===== src/rtl/multicycle_main_fsm.sv =====
// Main control FSM for the multicycle RV32I core: one state per cycle, shared
// valid/ready memory port for instruction fetch and data access.
module multicycle_main_fsm #(
  parameter logic [3:0] RESET_STATE = 4'd0,
  parameter bit         TRAP_STICKY = 1'b1
) (
  input  logic       clk,
  input  logic       resetn,
  input  logic [6:0] opcode,
  input  logic       branch_taken,
  input  logic       mem_ready,
  output logic       mem_valid,
  output logic       mem_write,
  output logic       adr_src,
  output logic       ir_write,
  output logic       pc_write,
  output logic       reg_write,
  output logic [1:0] alu_src_a,
  output logic [1:0] alu_src_b,
  output logic [1:0] alu_op,
  output logic [1:0] result_src,
  output logic       retire,
  output logic       illegal,
  output logic [3:0] state
);

  localparam logic [3:0] StFetch    = 4'd0;
  localparam logic [3:0] StDecode   = 4'd1;
  localparam logic [3:0] StMemAdr   = 4'd2;
  localparam logic [3:0] StMemRead  = 4'd3;
  localparam logic [3:0] StMemWb    = 4'd4;
  localparam logic [3:0] StMemWrite = 4'd5;
  localparam logic [3:0] StExecR    = 4'd6;
  localparam logic [3:0] StExecI    = 4'd7;
  localparam logic [3:0] StAluWb    = 4'd8;
  localparam logic [3:0] StBranch   = 4'd9;
  localparam logic [3:0] StJal      = 4'd10;
  localparam logic [3:0] StJalr     = 4'd11;
  localparam logic [3:0] StLui      = 4'd12;
  localparam logic [3:0] StTrap     = 4'd15;

  localparam logic [6:0] OpLoad   = 7'b0000011;
  localparam logic [6:0] OpStore  = 7'b0100011;
  localparam logic [6:0] OpR      = 7'b0110011;
  localparam logic [6:0] OpI      = 7'b0010011;
  localparam logic [6:0] OpBranch = 7'b1100011;
  localparam logic [6:0] OpJal    = 7'b1101111;
  localparam logic [6:0] OpJalr   = 7'b1100111;
  localparam logic [6:0] OpLui    = 7'b0110111;
  localparam logic [6:0] OpAuipc  = 7'b0010111;

  logic [3:0] state_q, state_d;

  always_comb begin
    state_d = state_q;
    case (state_q)
      StFetch:    if (mem_ready) state_d = StDecode;
      StDecode: begin
        case (opcode)
          OpLoad, OpStore: state_d = StMemAdr;
          OpR:             state_d = StExecR;
          OpI:             state_d = StExecI;
          OpBranch:        state_d = StBranch;
          OpJal:           state_d = StJal;
          OpJalr:          state_d = StJalr;
          OpLui:           state_d = StLui;
          OpAuipc:         state_d = StAluWb;
          default:         state_d = StTrap;
        endcase
      end
      StMemAdr:   state_d = opcode[5] ? StMemWrite : StMemRead;
      StMemRead:  if (mem_ready) state_d = StMemWb;
      StMemWb:    state_d = StFetch;
      StMemWrite: if (mem_ready) state_d = StFetch;
      StExecR:    state_d = StAluWb;
      StExecI:    state_d = StAluWb;
      StAluWb:    state_d = StFetch;
      StBranch:   state_d = StFetch;
      // JAL also serves as the second half of JALR: PC <= ALUOut, link computed
      StJal:      state_d = StAluWb;
      StJalr:     state_d = StJal;
      StLui:      state_d = StFetch;
      StTrap:     state_d = TRAP_STICKY ? StTrap : StFetch;
      default:    state_d = StTrap;
    endcase
  end

  always_ff @(posedge clk) begin
    if (!resetn) begin
      state_q <= RESET_STATE;
    end else begin
      state_q <= state_d;
    end
  end

  // Outputs are forced quiet for as long as resetn is low, so a request that
  // is in flight when reset hits is dropped immediately.
  always_comb begin
    mem_valid  = 1'b0;
    mem_write  = 1'b0;
    adr_src    = 1'b0;
    ir_write   = 1'b0;
    pc_write   = 1'b0;
    reg_write  = 1'b0;
    alu_src_a  = 2'b00;
    alu_src_b  = 2'b00;
    alu_op     = 2'b00;
    result_src = 2'b00;
    retire     = 1'b0;
    illegal    = 1'b0;
    if (resetn) begin
      case (state_q)
        StFetch: begin
          mem_valid  = 1'b1;
          alu_src_b  = 2'b10;
          result_src = 2'b10;
          ir_write   = mem_ready;
          pc_write   = mem_ready;
        end
        StDecode: begin
          alu_src_a = 2'b01;
          alu_src_b = 2'b01;
        end
        StMemAdr: begin
          alu_src_a = 2'b10;
          alu_src_b = 2'b01;
        end
        StMemRead: begin
          mem_valid = 1'b1;
          adr_src   = 1'b1;
        end
        StMemWb: begin
          result_src = 2'b01;
          reg_write  = 1'b1;
          retire     = 1'b1;
        end
        StMemWrite: begin
          mem_valid = 1'b1;
          mem_write = 1'b1;
          adr_src   = 1'b1;
          retire    = mem_ready;
        end
        StExecR: begin
          alu_src_a = 2'b10;
          alu_op    = 2'b10;
        end
        StExecI: begin
          alu_src_a = 2'b10;
          alu_src_b = 2'b01;
          alu_op    = 2'b10;
        end
        StAluWb: begin
          reg_write = 1'b1;
          retire    = 1'b1;
        end
        StBranch: begin
          alu_src_a = 2'b10;
          alu_op    = 2'b01;
          pc_write  = branch_taken;
          retire    = 1'b1;
        end
        StJal: begin
          alu_src_a = 2'b01;
          alu_src_b = 2'b10;
          pc_write  = 1'b1;
        end
        StJalr: begin
          alu_src_a = 2'b10;
          alu_src_b = 2'b01;
        end
        StLui: begin
          result_src = 2'b11;
          reg_write  = 1'b1;
          retire     = 1'b1;
        end
        StTrap:  illegal = 1'b1;
        default: ;
      endcase
    end
  end

  assign state = state_q;

endmodule


===== config.mk =====
export PLATFORM = sky130hd
export DESIGN_NAME = multicycle_main_fsm
export DESIGN_NICKNAME = d
export VERILOG_FILES = /design/src/rtl/multicycle_main_fsm.sv
export SDC_FILE = /design/constraint.sdc
export NUM_CORES = 1
export LEC_CHECK = 0
export ABC_AREA = 0
export CAP_MARGIN = 5
export CORE_AREA = 5 5 45 47
export DETAILED_ROUTE_END_ITERATION = 10
export DIE_AREA = 0 0 50 52
export DONT_BUFFER_PORTS = 1
export GPL_ROUTABILITY_DRIVEN = 0
export PLACE_DENSITY_LB_ADDON = 0.08
export SYNTH_ARGS = -nofsm -noshare
export SYNTH_HDL_FRONTEND = slang
export SYNTH_SLANG_ARGS = --single-unit

===== constraint.sdc =====
create_clock -name clk -period 2.1 [get_ports clk]
set_input_delay 0.63 -clock clk [delete_from_list [all_inputs] [get_ports clk]]
set_output_delay 0.63 -clock clk [all_outputs]
set_load 0.02 [all_outputs]

# Word-level counts from Yosys, hierarchy flattened
# Index checks and enable logic that the tools add are counted.
# Widths: inputs -> output; s select.
# word_totals
register_bits,4
memories,0
input_bits,11
ram_bits,0
mem_bits_ro,0
latchBits,0
out_inout_bits,20
wordCells,69
# op_classes
multipliers,0
n_eq_ne,25
shift,0
n_addsub,0
magnitude_cmp,0
mux,30
n_div,0
n_bitwise,0
n_reduce_logical,13
# ops
operator,count
$pmux 4 s8,2
$eq 4x4->1 const B,6
$eq 7x6->1 const B,3
$eq 7x7->1 const B,3
$eq 4x3->1 const B,4
$eq 7x5->1 const B,2
$mux 1,14
$mux 4,3
$pmux 2 s2,3
$reduce_or 2->1,5
$reduce_or 3->1,3
$eq 4x2->1 const B,2
$mux 2,4
$reduce_or 4->1,2
$eq 7x2->1 const B,1
$ne 2x2->1 const B,3
$pmux 2 s3,1
$reduce_or 5->1,1
$eq 4x1->1 const B,1
$logic_not 4->1,1
$mux 3,1
$pmux 1 s3,1
$reduce_and 3->1,1
$pmux 1 s2,1

# Depth between registers and ports, before layout
# depth
ltp_word,4
ltp_mapped,6
mapped_depth_nobuf,4

# Worst setup path before layout
# OpenSTA, ideal clock, no wires.
# synth_timing
kind,register -> output
startpoint,"reg state_q[0], in the netlist state[0]"
endpoint,out pc_write
setup_slack_ns,-0.281
required_ns,1.470
n_path_buf,2
arrival_time_ns,1.751
stages_incl_launch_ff,6
path_cell_list,dfxtp_1 > buf_4 > buf_2 > nand3_1 > nor3_1 > o21a_1
# synth_between
elab_chain_len,3
word_cells_on_any_way,5
classes_between,eq/ne: 2; mux: 2; reduce/logical: 1
# synth_lines
element,line,rtl
start: declaration,52,"logic [3:0] state_q, state_d;"
start signal: assignment,92,state_q <= state_d;
$eq 4x4->1 or $logic_not 4->1 (tied branches),112,case (state_q)
$pmux 1 s3 (*),112,
$mux 1 (*),111,if (resetn) begin
end: declaration,16,"output logic pc_write,"
# Mark *: on every way between the ends. The rest lies on a longest branch, timed or not.

# Worst setup path after layout
# layout_timing
startpoint,"reg state_q[1], in the netlist state[1]"
endpoint,out mem_valid
# layout_between
elab_chain_len,4
word_cells_on_any_way,6
classes_between,eq/ne: 2; mux: 2; reduce/logical: 2
# layout_lines
element,line,rtl
"$eq 4x3->1, or another cell as far along",112,
$reduce_or 3->1 (no source line) (*),--,
$mux 1 (*),112,
$mux 1 (*),111,
end: declaration,12,"output logic mem_valid,"
# Marks and branches as above.

==> impl.org <==
** Final layout
- Fraction of final layout cells sized beyond drive strength 1 :: 0.323
- Layout Cell Area excl Fill :: 975 um^2
- 0 antenna diodes ended up in the layout.
- At the end of the flow, the number of nets in the layout was 146.
- The library cells used most frequently in the layout, excluding fill and tap cells, are 22 x sky130_fd_sc_hd__buf_4, 12 x sky130_fd_sc_hd__o21ai_0, 11 x sky130_fd_sc_hd__nand2_1, 11 x sky130_fd_sc_hd__nor2_1, 9 x sky130_fd_sc_hd__a21oi_1.
- Post-route insts no fill :: 150
- Leaving out fill and tap cells, the most frequent cell in the layout is sky130_fd_sc_hd__buf_4.
- Fill cell count :: 159
- The register with the most flip-flops in the layout has 4 of them.
- Compared with the post-synthesis result, the final layout area differs by 28.3%.

** Hold path
- Type of the most critical hold path :: input pin to flop

** Synth
- Post-Syn Area per Cell :: 6.44 um^2
- The synthesized netlist occupies a cell area of 759 um^2.
- Number of distinct library cells after synthesis :: 42
- Yosys printed 0 warnings.
- By area, the combinational part of the netlist is dominated by simple AND/OR/NAND/NOR gates.
- Leading cell types by total area after synthesis :: sky130_fd_sc_hd__dfxtp_1 11%, sky130_fd_sc_hd__o21ai_0 7.9%, sky130_fd_sc_hd__a21oi_1 5.9%
- Library cell with the largest summed area after synthesis :: sky130_fd_sc_hd__dfxtp_1
- Mux contribution to synthesized area :: 0
- Share of the synthesized netlist area taken by xor and xnor gates :: 0.0346
- Share of synthesized area occupied by flip-flops and latches :: 0.105
- Synth Net Count :: ~130
- Of the total synthesized cell area, the portion taken by AND, OR, NAND and NOR gates is 0.397.
- Share of synthesized cell area in full adder, half adder and majority cells :: 0
- Top cell type's share of synthesized area :: 0.105
- In this run, synthesis produced a sequential element count of 4.
- The compound-cell area share of the yosys netlist was 0.348.
- Synthesized instance count :: 118

** Die
- The floorplan step defined a die boundary enclosing 2600 um^2.
- Std-Cell Core Area :: ~1600 um^2
- For this configuration, the core starts out at a cell density of 0.471.
- Cell row count :: 15
- For this design the top-level I/O count stands at 31.
- Y dimension of the die :: 52 um
- The floorplan step set the die width to 50 um.

** Outcome
- The run finished with clean final reports.

** Timing
- The worst pin sits at a relative slew slack of 0.671.
- The clock arrives with 0.00598 ns of skew.
- Minimum clock period after layout :: 2.02 ns
- Final worst hold slack :: 0.526 ns
- The number of max-slew violations in the final report was 0.
- For this run, the top clock speed supported by timing is 496 MHz.
- In the finished design, the share of the clock period the worst path needs comes to 0.961.
- Worst Max-Slew Pin Slew :: 0.487 ns
- Final setup viols :: 0
- Accumulated negative setup slack :: 0 ns
- Setup repair after global routing could not meet its margin everywhere.
- Number of failing hold endpoints at the final stage :: 0

** CTS
- After clock tree synthesis, the clock-pin slew on the worst setup and hold paths is around 0.04 ns.
- Buffers inserted during clock tree synthesis total 3.
- CTS saw 4 sinks.
- CTS tree :: yes
- Counting along the longest clock path gives a buffer depth of 2.
- Number of H-tree branching levels :: 1
- Clock insertion delay at the later pin of the skew report :: between 0.2 and 0.25 ns
- Library cell used as clock root buffer :: sky130_fd_sc_hd__clkbuf_4
- Hold-fix buffer count after cts :: 0

** Detailed routing
- Post-route DRC violation count :: 0
- Across all layers, the routed design uses 945 vias.
- In this run the remaining antenna-violating nets after routing total 0.
- First DRT Iteration DRCs :: 31
- In the routed layout, each cell is associated on average with a via count of around 6.3.
- The routed design has 2310 um of wire.
- Drt wl/cell :: 15.4 um
- Detailed-routing iteration count for the pre-antenna-repair pass :: 4

** Placement
- Port-buffer cells :: 0
- Estimated wirelength of the detail-placed design :: 1790 um
- Number of instances in the placed design :: roughly 150
- After detailed placement, the total cell area comes to 918 um^2.

** Global routing
- Global-route usage over all layers :: 0.180
- Wire length of the first global-routing pass :: 3720 um
- Initial antenna violation count :: 0
- Number of global-route vias before repair :: 842
- Global routing finished with a remaining overflow of 0.
- Entering global routing, the biggest net connects 23 pins.

** Worst setup path
- Critical-path maximum fanout :: 8
- Delay of the slowest cell on the worst path :: 0.38 ns
- Data on the critical path arrives at its endpoint at 1.39 ns.
- Worst Setup Path Type :: flop to output pin
- Setup crit start kind :: flop
- By instance count, the cell type seen most on the critical path is sky130_fd_sc_hd__buf_4.
- On the critical path, the stage with the largest delay is an instance of sky130_fd_sc_hd__dfxtp_4.
- The worst setup path is captured at an output pin.
- The signal on the critical path passes through buf_4 > nor3_2 > a21oi_1 > nor3b_2 > buf_4.
- Data required time of the worst path :: ~1.5 ns

** Pwr
- Leakage :: 0.397 nW
- Dividing total power by cell area gives a power density of 1560 nW/um^2.
- After layout, the design draws a total of ~1.5 mW.
- Worst ir drop on vdd :: slightly above 900 uV

** Flow run
- Max-Cap Viols :: 0
-- logic make-up after synthesis --
kind of cell    count (synthesis)
flops                           4
xor+xnor                        3
buf+inv                        16
compound gates                 39
simple gates                   56
-- cell usage after synthesis --
master                      instances
sky130_fd_sc_hd__o221a_2            1
sky130_fd_sc_hd__buf_6              2
sky130_fd_sc_hd__dfxtp_1            4
sky130_fd_sc_hd__a221o_1            1
sky130_fd_sc_hd__o21a_1             1
sky130_fd_sc_hd__inv_1              5
sky130_fd_sc_hd__a311o_1            1
sky130_fd_sc_hd__o211ai_1           1
sky130_fd_sc_hd__o221ai_1           1
sky130_fd_sc_hd__a31oi_1            2
sky130_fd_sc_hd__nor3_1             7
sky130_fd_sc_hd__o31a_1             1
sky130_fd_sc_hd__nand2b_1           3
sky130_fd_sc_hd__a2111oi_0          1
sky130_fd_sc_hd__or2b_1             1
sky130_fd_sc_hd__clkbuf_1           3
sky130_fd_sc_hd__and2b_1            2
sky130_fd_sc_hd__nand3_1            2
sky130_fd_sc_hd__a32oi_1            1
sky130_fd_sc_hd__and2_1             2
sky130_fd_sc_hd__buf_4              2
sky130_fd_sc_hd__nand2_1           11
sky130_fd_sc_hd__nor3b_1            3
sky130_fd_sc_hd__and3_1             1
sky130_fd_sc_hd__or3b_1             1
sky130_fd_sc_hd__a21oi_1            9
sky130_fd_sc_hd__a41oi_1            1
sky130_fd_sc_hd__o311a_1            1
sky130_fd_sc_hd__nand3b_1           3
sky130_fd_sc_hd__o31ai_1            2
sky130_fd_sc_hd__and2_0             1
sky130_fd_sc_hd__o41ai_2            1
sky130_fd_sc_hd__o21ai_0           12
sky130_fd_sc_hd__nor4b_1            1
sky130_fd_sc_hd__xor2_1             3
sky130_fd_sc_hd__a211oi_1           1
sky130_fd_sc_hd__buf_2              4
sky130_fd_sc_hd__a21boi_0           1
sky130_fd_sc_hd__nor2b_1            2
sky130_fd_sc_hd__nand4_1            3
sky130_fd_sc_hd__or4b_1             1
sky130_fd_sc_hd__nor2_1            12
-- through the flow --
stage          utilization  setup slack, ns
2_1_floorplan            -          -0.0170
3_3_place_gp         0.569            0.159
3_5_place_dp         0.569            0.141
4_1_cts              0.586           0.0247
5_1_grt              0.604         -0.00705
6_report             0.604           0.0825
-- routing by layer --
layer	routed length [um]	global-route usage	share of wire	vias to the layer above
met5	0	0	0	-
met4	23	0.0830	0.010	0
met3	240	0.0802	0.10	4
met2	1100	0.291	0.48	48
met1	937	0.201	0.41	428
li1	-	-	-	465
-- worst max-delay path, delay by kind of cell, from the launching register on --
family	cells	cell delay, ns
compound gates	1	0.09
buf+inv	2	0.34
flops	1	0.38
simple gates	2	0.34
-- repair_timing --
item,4_1_cts,5_1_grt
setup buffers,0,0
resized for setup,4,9
endpoints found under the setup margin,4,6
-- worst paths after layout --
check	start	slack, ns	end	cells past startpoint
hold / removal	resetn	0.53	state[3]	1
setup reg to reg	state[1]	0.60	state[2]	6
setup / recovery	state[1]	0.08	mem_valid	5
hold reg to reg	state[2]	0.76	state[2]	3
-- where the power goes --
part           internal [mW]  leakage, nW  switching, mW
Sequential             0.122       0.0347         0.0861
Clock                 0.0639       0.0138         0.0314
Combinational          0.511        0.348          0.705
Total                  0.697        0.397          0.822
-- final cells by class --
type	count	area [um^2]	share of cell area
Inverter	5	18.8	0.0193
Multi-Input combinational cell	98	639	0.656
Tap cell	17	21.3	0.0218
Sequential cell	4	87.6	0.0899
Clock buffer	3	22.5	0.0231
Timing Repair Buffer	23	185	0.190
Power figures use the tool's default switching activity.
